==> config.mk <==
export PLATFORM = sky130hd
export DESIGN_NAME = baudrate_gen_prog
export DESIGN_NICKNAME = d
export VERILOG_FILES = /design/src/rtl/baudrate_gen_prog.sv
export SDC_FILE = /design/constraint.sdc
export NUM_CORES = 1
export LEC_CHECK = 0
export BUFFER_PORTS_ARGS = -buffer_cell sky130_fd_sc_hd__buf_2
export CAP_MARGIN = 20
export CORE_MARGIN = 3
export CORE_UTILIZATION = 30
export DETAILED_ROUTE_END_ITERATION = 16
export PLACE_DENSITY_LB_ADDON = 0.12
export REMOVE_ABC_BUFFERS = 1
export SLEW_MARGIN = 20
export SYNTH_ARGS = -nofsm -noshare
export SYNTH_HDL_FRONTEND = slang
export SYNTH_SLANG_ARGS = --single-unit
==> constraint.sdc <==
create_clock -name clk -period 8.62 [get_ports clk]
set_input_delay 1.724 -clock clk [delete_from_list [all_inputs] [get_ports clk]]
set_output_delay 1.724 -clock clk [all_outputs]
set_load 0.005 [all_outputs]
==> src/rtl/baudrate_gen_prog.sv <==
// Programmable fractional baud-rate generator: oversample tick plus TX bit and RX mid-bit strobes.
// One clock from internal tick to strobe; no backpressure, strobes are free-running pulses.
module baudrate_gen_prog #(
  parameter int DIV_W    = 16,
  parameter int OSR      = 16,
  parameter int DEF_DIV  = 65,
  parameter int DEF_FRAC = 2
) (
  input  logic             clk,
  input  logic             rstn,
  input  logic [DIV_W-1:0] cfg_div,
  input  logic [3:0]       cfg_frac,
  input  logic             cfg_load,
  input  logic             tx_en,
  input  logic             rx_en,
  input  logic             rx_sync,
  output logic             os_stb,
  output logic             tx_br_stb,
  output logic             rx_br_stb,
  output logic             cfg_err
);

  localparam int CNT_W = $clog2(OSR);

  logic [DIV_W-1:0] cur_div;
  logic [3:0]       cur_frac;
  logic [DIV_W-1:0] div_cnt;
  logic [3:0]       frac_acc;
  logic             ext;
  logic [CNT_W-1:0] tx_cnt;
  logic [CNT_W-1:0] rx_cnt;

  logic [DIV_W-1:0] eff_div;
  logic [DIV_W:0]   tick_at;
  logic [4:0]       frac_sum;
  logic             tick;

  // ext stretches the current period by one clock whenever the fractional accumulator carried
  always_comb begin
    eff_div  = (cur_div < DIV_W'(2)) ? DIV_W'(2) : cur_div;
    tick_at  = {1'b0, eff_div} + (DIV_W+1)'(ext) - (DIV_W+1)'(1);
    tick     = ({1'b0, div_cnt} == tick_at);
    frac_sum = {1'b0, frac_acc} + {1'b0, cur_frac};
  end

  always_ff @(posedge clk) begin
    if (!rstn) begin
      cur_div   <= DIV_W'(DEF_DIV);
      cur_frac  <= 4'(DEF_FRAC);
      cfg_err   <= (DEF_DIV < 2);
      div_cnt   <= '0;
      frac_acc  <= '0;
      ext       <= 1'b0;
      tx_cnt    <= '0;
      rx_cnt    <= '0;
      os_stb    <= 1'b0;
      tx_br_stb <= 1'b0;
      rx_br_stb <= 1'b0;
    end else if (cfg_load) begin
      cur_div   <= cfg_div;
      cur_frac  <= cfg_frac;
      cfg_err   <= (cfg_div < DIV_W'(2));
      div_cnt   <= '0;
      frac_acc  <= '0;
      ext       <= 1'b0;
      tx_cnt    <= '0;
      rx_cnt    <= '0;
      os_stb    <= 1'b0;
      tx_br_stb <= 1'b0;
      rx_br_stb <= 1'b0;
    end else begin
      if (tick) begin
        div_cnt         <= '0;
        {ext, frac_acc} <= frac_sum;
      end else begin
        div_cnt <= div_cnt + DIV_W'(1);
      end

      if (!tx_en)    tx_cnt <= '0;
      else if (tick) tx_cnt <= tx_cnt + CNT_W'(1);

      // rx_sync restarts the bit phase; the coincident tick is deliberately not counted
      if (!rx_en)       rx_cnt <= '0;
      else if (rx_sync) rx_cnt <= '0;
      else if (tick)    rx_cnt <= rx_cnt + CNT_W'(1);

      os_stb    <= tick;
      tx_br_stb <= tick & tx_en & (tx_cnt == CNT_W'(OSR-1));
      rx_br_stb <= tick & rx_en & ~rx_sync & (rx_cnt == CNT_W'(OSR/2-1));
    end
  end

endmodule
**Word level (Yosys, flattened, before mapping)**

Cells that the tools add are included.

- Flip-flop bits (word level): 53
- Word-level logic and storage cells: 36

- Equal/unequal tests: 3
- Reductions and logical operators: 4
- Muxes and demuxes: 1
- Add/sub/neg operators: 6
- Magnitude comparators: 2
- Bitwise logic cells: 9

Operators by type and width:

| kind | number |
|---|---|
| less-than comparator 16 x 2 -> 1 bit (second input constant) | 2 |
| adder 16 x 1 -> 17 bit | 1 |
| == test 16 x 17 -> 1 bit | 1 |
| subtractor 17 x 1 -> 17 bit (second input constant) | 1 |
| adder 16 x 1 -> 16 bit (second input constant) | 1 |
| two-way mux 16 bit | 1 |
| adder 4 x 1 -> 4 bit (second input constant) | 2 |
| OR reduction 3 bit | 2 |
| adder 4 x 4 -> 5 bit | 1 |
| AND 1 bit | 5 |
| == test 4 x 3 -> 1 bit (second input constant) | 1 |
| == test 4 bit (second input constant) | 1 |
| inverter 1 bit | 4 |
| OR reduction 4 bit | 1 |
| OR reduction 2 bit | 1 |

**Logic depth before layout (Yosys ltp)**

- Depth after elaboration: 8
- Depth in mapped cells: 15
- Depth with buffers taken out: 13

**Worst setup path before layout**

OpenSTA, ideal clock, no wires.

- Kind: register -> register
- Start point: register cur_div[4]
- End point: register rx_cnt[0]
- Arrival: 3575 ps
- Stages on the path, launching flop included: 15
- Setup time: 70 ps
- Path buffers: 2
- Clock period less this slack: 3645 ps
- Required time: 8550 ps
- Setup slack: 4975 ps
- Cells stage by stage: dfxtp_1 buf_2 nor4_1 and3_1 inv_1 o41ai_1 ha_1 nor3b_4 nand4_2 or4b_1 a41o_1 and2_4 buf_6 or4_1 a21oi_1

- Cells in the longest elaborated chain, start to end: 5

RTL lines:

| element | line | RTL |
|---|---|---|
| from (decl) | 25 | `logic [DIV_W-1:0] cur_div;` |
| from (signal assigned) | 48 | `cur_div <= DIV_W'(DEF_DIV);` |
| from (signal assigned) | 60 | `cur_div <= cfg_div;` |
| less-than comparator 16 x 2 -> 1 bit | 40 | `eff_div = (cur_div < DIV_W'(2)) ? DIV_W'(2) : cur_div;` |
| two-way mux 16 bit * | 40 |  |
| adder 16 x 1 -> 17 bit * | 41 | `tick_at = {1'b0, eff_div} + (DIV_W+1)'(ext) - (DIV_W+1)'(1);` |
| subtractor 17 x 1 -> 17 bit * | 41 |  |
| == test 16 x 17 -> 1 bit * | 42 | `tick = ({1'b0, div_cnt} == tick_at);` |
| to (signal assigned) | 85 | `else if (tick) rx_cnt <= rx_cnt + CNT_W'(1);` |
| to (decl) | 31 | `logic [CNT_W-1:0] rx_cnt;` |

Mark *: on every way between the ends. The rest lies on a longest branch, timed or not.
A chain may end at the register's enable or synchronous reset.

**Worst setup path in the final report**

- Start point: register cur_div[8]
- End point: register frac_acc[1]

- Cells in the longest elaborated chain, start to end: 5

RTL lines:

| element | line | RTL |
|---|---|---|
| less-than comparator 16 x 2 -> 1 bit | 40 |  |
| two-way mux 16 bit * | 40 |  |
| adder 16 x 1 -> 17 bit * | 41 |  |
| subtractor 17 x 1 -> 17 bit * | 41 |  |
| == test 16 x 17 -> 1 bit * | 42 |  |
| to (signal assigned) | 74 | `{ext, frac_acc} <= frac_sum;` |
| to (decl) | 28 | `logic [3:0] frac_acc;` |

Marked as above.

==> metrics.txt <==
Final period util=51.8%; Root Driver=clkbuf_8; cell chain of the critical path=nor4_2 -> and3_1 -> inv_1 -> o41ai_1 -> ha_1 -> ha_1 -> nor3b_2 -> and3_1 -> o22ai_1 -> and4b_1 -> nand4_1 -> nor3_4 -> a211oi_1; Clock Path Buffers=2; buffer count from post-CTS setup fixing=0; Peak VDD IR=0.0000668 V; H-tree levels=2; GRT overflow=0; Critical Path Source Type=flop; P_leak=1.31 nW; initial antenna violation count=0; DRT Pass-1 Iters=4; # DRC=0; syn avg cell area=8.84 µm²; die area=11800 µm²; layout cells sized above 1=between 10% and 20%; Antenna Cells=0; share of the synthesized area in the top cell type=33.5%; max_cap viols=0; required time worst endpoint=8790 ps; Die H=109 µm; Num CTS Buffers=5; Die Width=approximately 110 µm; GP Congestion=between 0.7 and 0.8; CTS clk-pin slew, worst paths=110 ps; Synth area leaders=dfxtp_1 34%, mux2i_1 7.3%, xnor2_1 5.0%; clock share of power=31.7%; crit path max-delay cell type=nor3_4; Core Area=10000 µm²; combinational power share=14.3%; final std cells w/o fill=503; port bufs=29; type of the worst min-delay path=flop to flop; sequential group share of total power=53.9%; Synth Instances=358; global-route wire length before repair=between 10000 and 15000 µm; number of synthesized flops with an enable pin=0; measured slew at the worst slew-check pin=slightly below 900 ps; largest net degree at the start of global routing=26; highest routed layer=met4; Yosys cell types=58; max incr delay on CP=approximately 700 ps; dominant synthesized flop cell=dfxtp_1; CTS tree=built; clk_lat worst skew=320 ps; switch share=29.7%; initial core utilization=31.7%; count of hold-fix buffers inserted at cts=0; final setup fails=0; CP Class=flop to flop; detailed-route wire length=7510 µm; mapped cell area=~3200 µm²; status=complete, no violations; vias in the first global route=2303; TritonCTS Sinks=between 50 and 60; Synth area leader=dfxtp_1; FILL cells=1069; DR WL met2=3440 µm; initial DRC count=94; Layout area overhead=8.38%; Ports=30; vias per cell=~5; Max Clock Freq=224 MHz; placed insts=between 400 and 500; Post-Route Skew=approximately 5.0 ps; HPWL Detailed=5610 µm; most frequent cells in the layout=53 x dfxtp_1, 29 x buf_2, 23 x mux2i_1; switching power=144 µW; DRT antenna net count=0; Max transition margin=just over 40%; Setup TNS=0 ps; highest net fanout along the worst path=17; nets@finish=around 410; Synth async-reset ratio=0%; Post-CTS Resized=0; RSZ-0062 raised after global routing=no; final hold vios=0; Slew Limit Fails=0; Worst setup EP type=flop; GRT Util Overall=around an eighth; Synth Warn #=0; cell row count=36; metal3 WL=160 µm; commonest non-fill, non-tap cell in the layout=dfxtp_1; Yosys reg bits=53; Vias=2557; Final min period=4470 ps; CP Data Arrival Time=4640 ps; pwr dens=141 nW/µm²; WL/cell=14.9 µm; sequential area share after synthesis=33.5%; Met1 Wirelength=3850 µm; internal power=about 340 µW
[power groups by stage]
stage	logic, mW	clock network [mW]	registers, mW
after global placement	0.0701	0	0.267
after global routing	0.0787	0.167	0.263
after CTS	0.0704	0.159	0.262
final	0.0695	0.154	0.261
after detailed placement	0.0701	0	0.267
after floorplan	0.0477	0	0.264
[worst paths after layout]
check,start,endpoint,slack (ps),depth (start not counted)
worst min-delay path,tx_cnt[3],tx_br_stb,460,2
worst min register to register,tx_cnt[3],tx_br_stb,460,2
worst max-delay path,cur_div[8],frac_acc[1],4150,13
worst max register to register,cur_div[8],frac_acc[1],4150,13
[cells in the mapped netlist (all sizes together) (8+ instances only)]
cell type and instances:
buf 12, mux2i 23, nor3 21, nand4 14
o31ai 8, xor2 15, ha 9, nor2b 19
clkbuf 13, nand3 17, nor2 16, and3 12
dfxtp 53, a21oi 11, inv 9, nor4 11
xnor2 18, nand2 19
[logic make-up after synthesis]
logic type / synth area share (%)
AO/OA/AOI/OAI: 10.0
adder cells (fa/ha/maj): 4.19
flip-flops: 33.5
XOR/XNOR: 9.13
buffers and inverters: 5.53
AND/OR/NAND/NOR: 30.4
multiplexers: 7.27
[critical path, delay by kind of cell (launching register included)]
kind / cells / cell delay, ps
compound gates: 3 / 520
simple gates: 7 / 2890
flops: 1 / 400
fa+ha+maj: 2 / 450
buf+inv: 1 / 50
[sequential cells by signal, indices dropped and copies added (netlist names)]
name,flops
tx_br_stb,1
os_stb,1
frac_acc,4
rx_cnt,4
cur_div,16
cur_frac,4
tx_cnt,4
cfg_err,1
ext,1
div_cnt,16
rx_br_stb,1
[through the flow]
step           total power [mW]  hold slack, ps  cell area [µm²]  worst slack [ps]  util, %
6_report                  0.485             456             3430              4150     34.3
3_3_place_gp              0.337             443             3340              4350     33.4
2_1_floorplan             0.312             424             3020              4990        -
4_1_cts                   0.491             459             3430              4140     34.3
5_1_grt                   0.509             490             3430              3700     34.3
3_5_place_dp              0.337             445             3340              4170     33.4
[layout make-up]
cell class              instances  area (µm²)  area share [%]
multi-input cells             271        1930            56.2
flip-flops and latches         53        1060            30.9
well taps                     133         166            4.85
repair buffers                 29         145            4.23
clock buffers                   5        68.8            2.01
inverters                       9        33.8           0.985
clock inverters                 3        26.3           0.766
[routing by layer]
layer / up-vias / track usage (%)
li1: 1320 / -
met1: 1204 / 18.6
met2: 28 / 21.1
met3: 5 / 2.25
met4: 0 / 3.79
met5: - / 0
(Power assumes the default switching activity.)
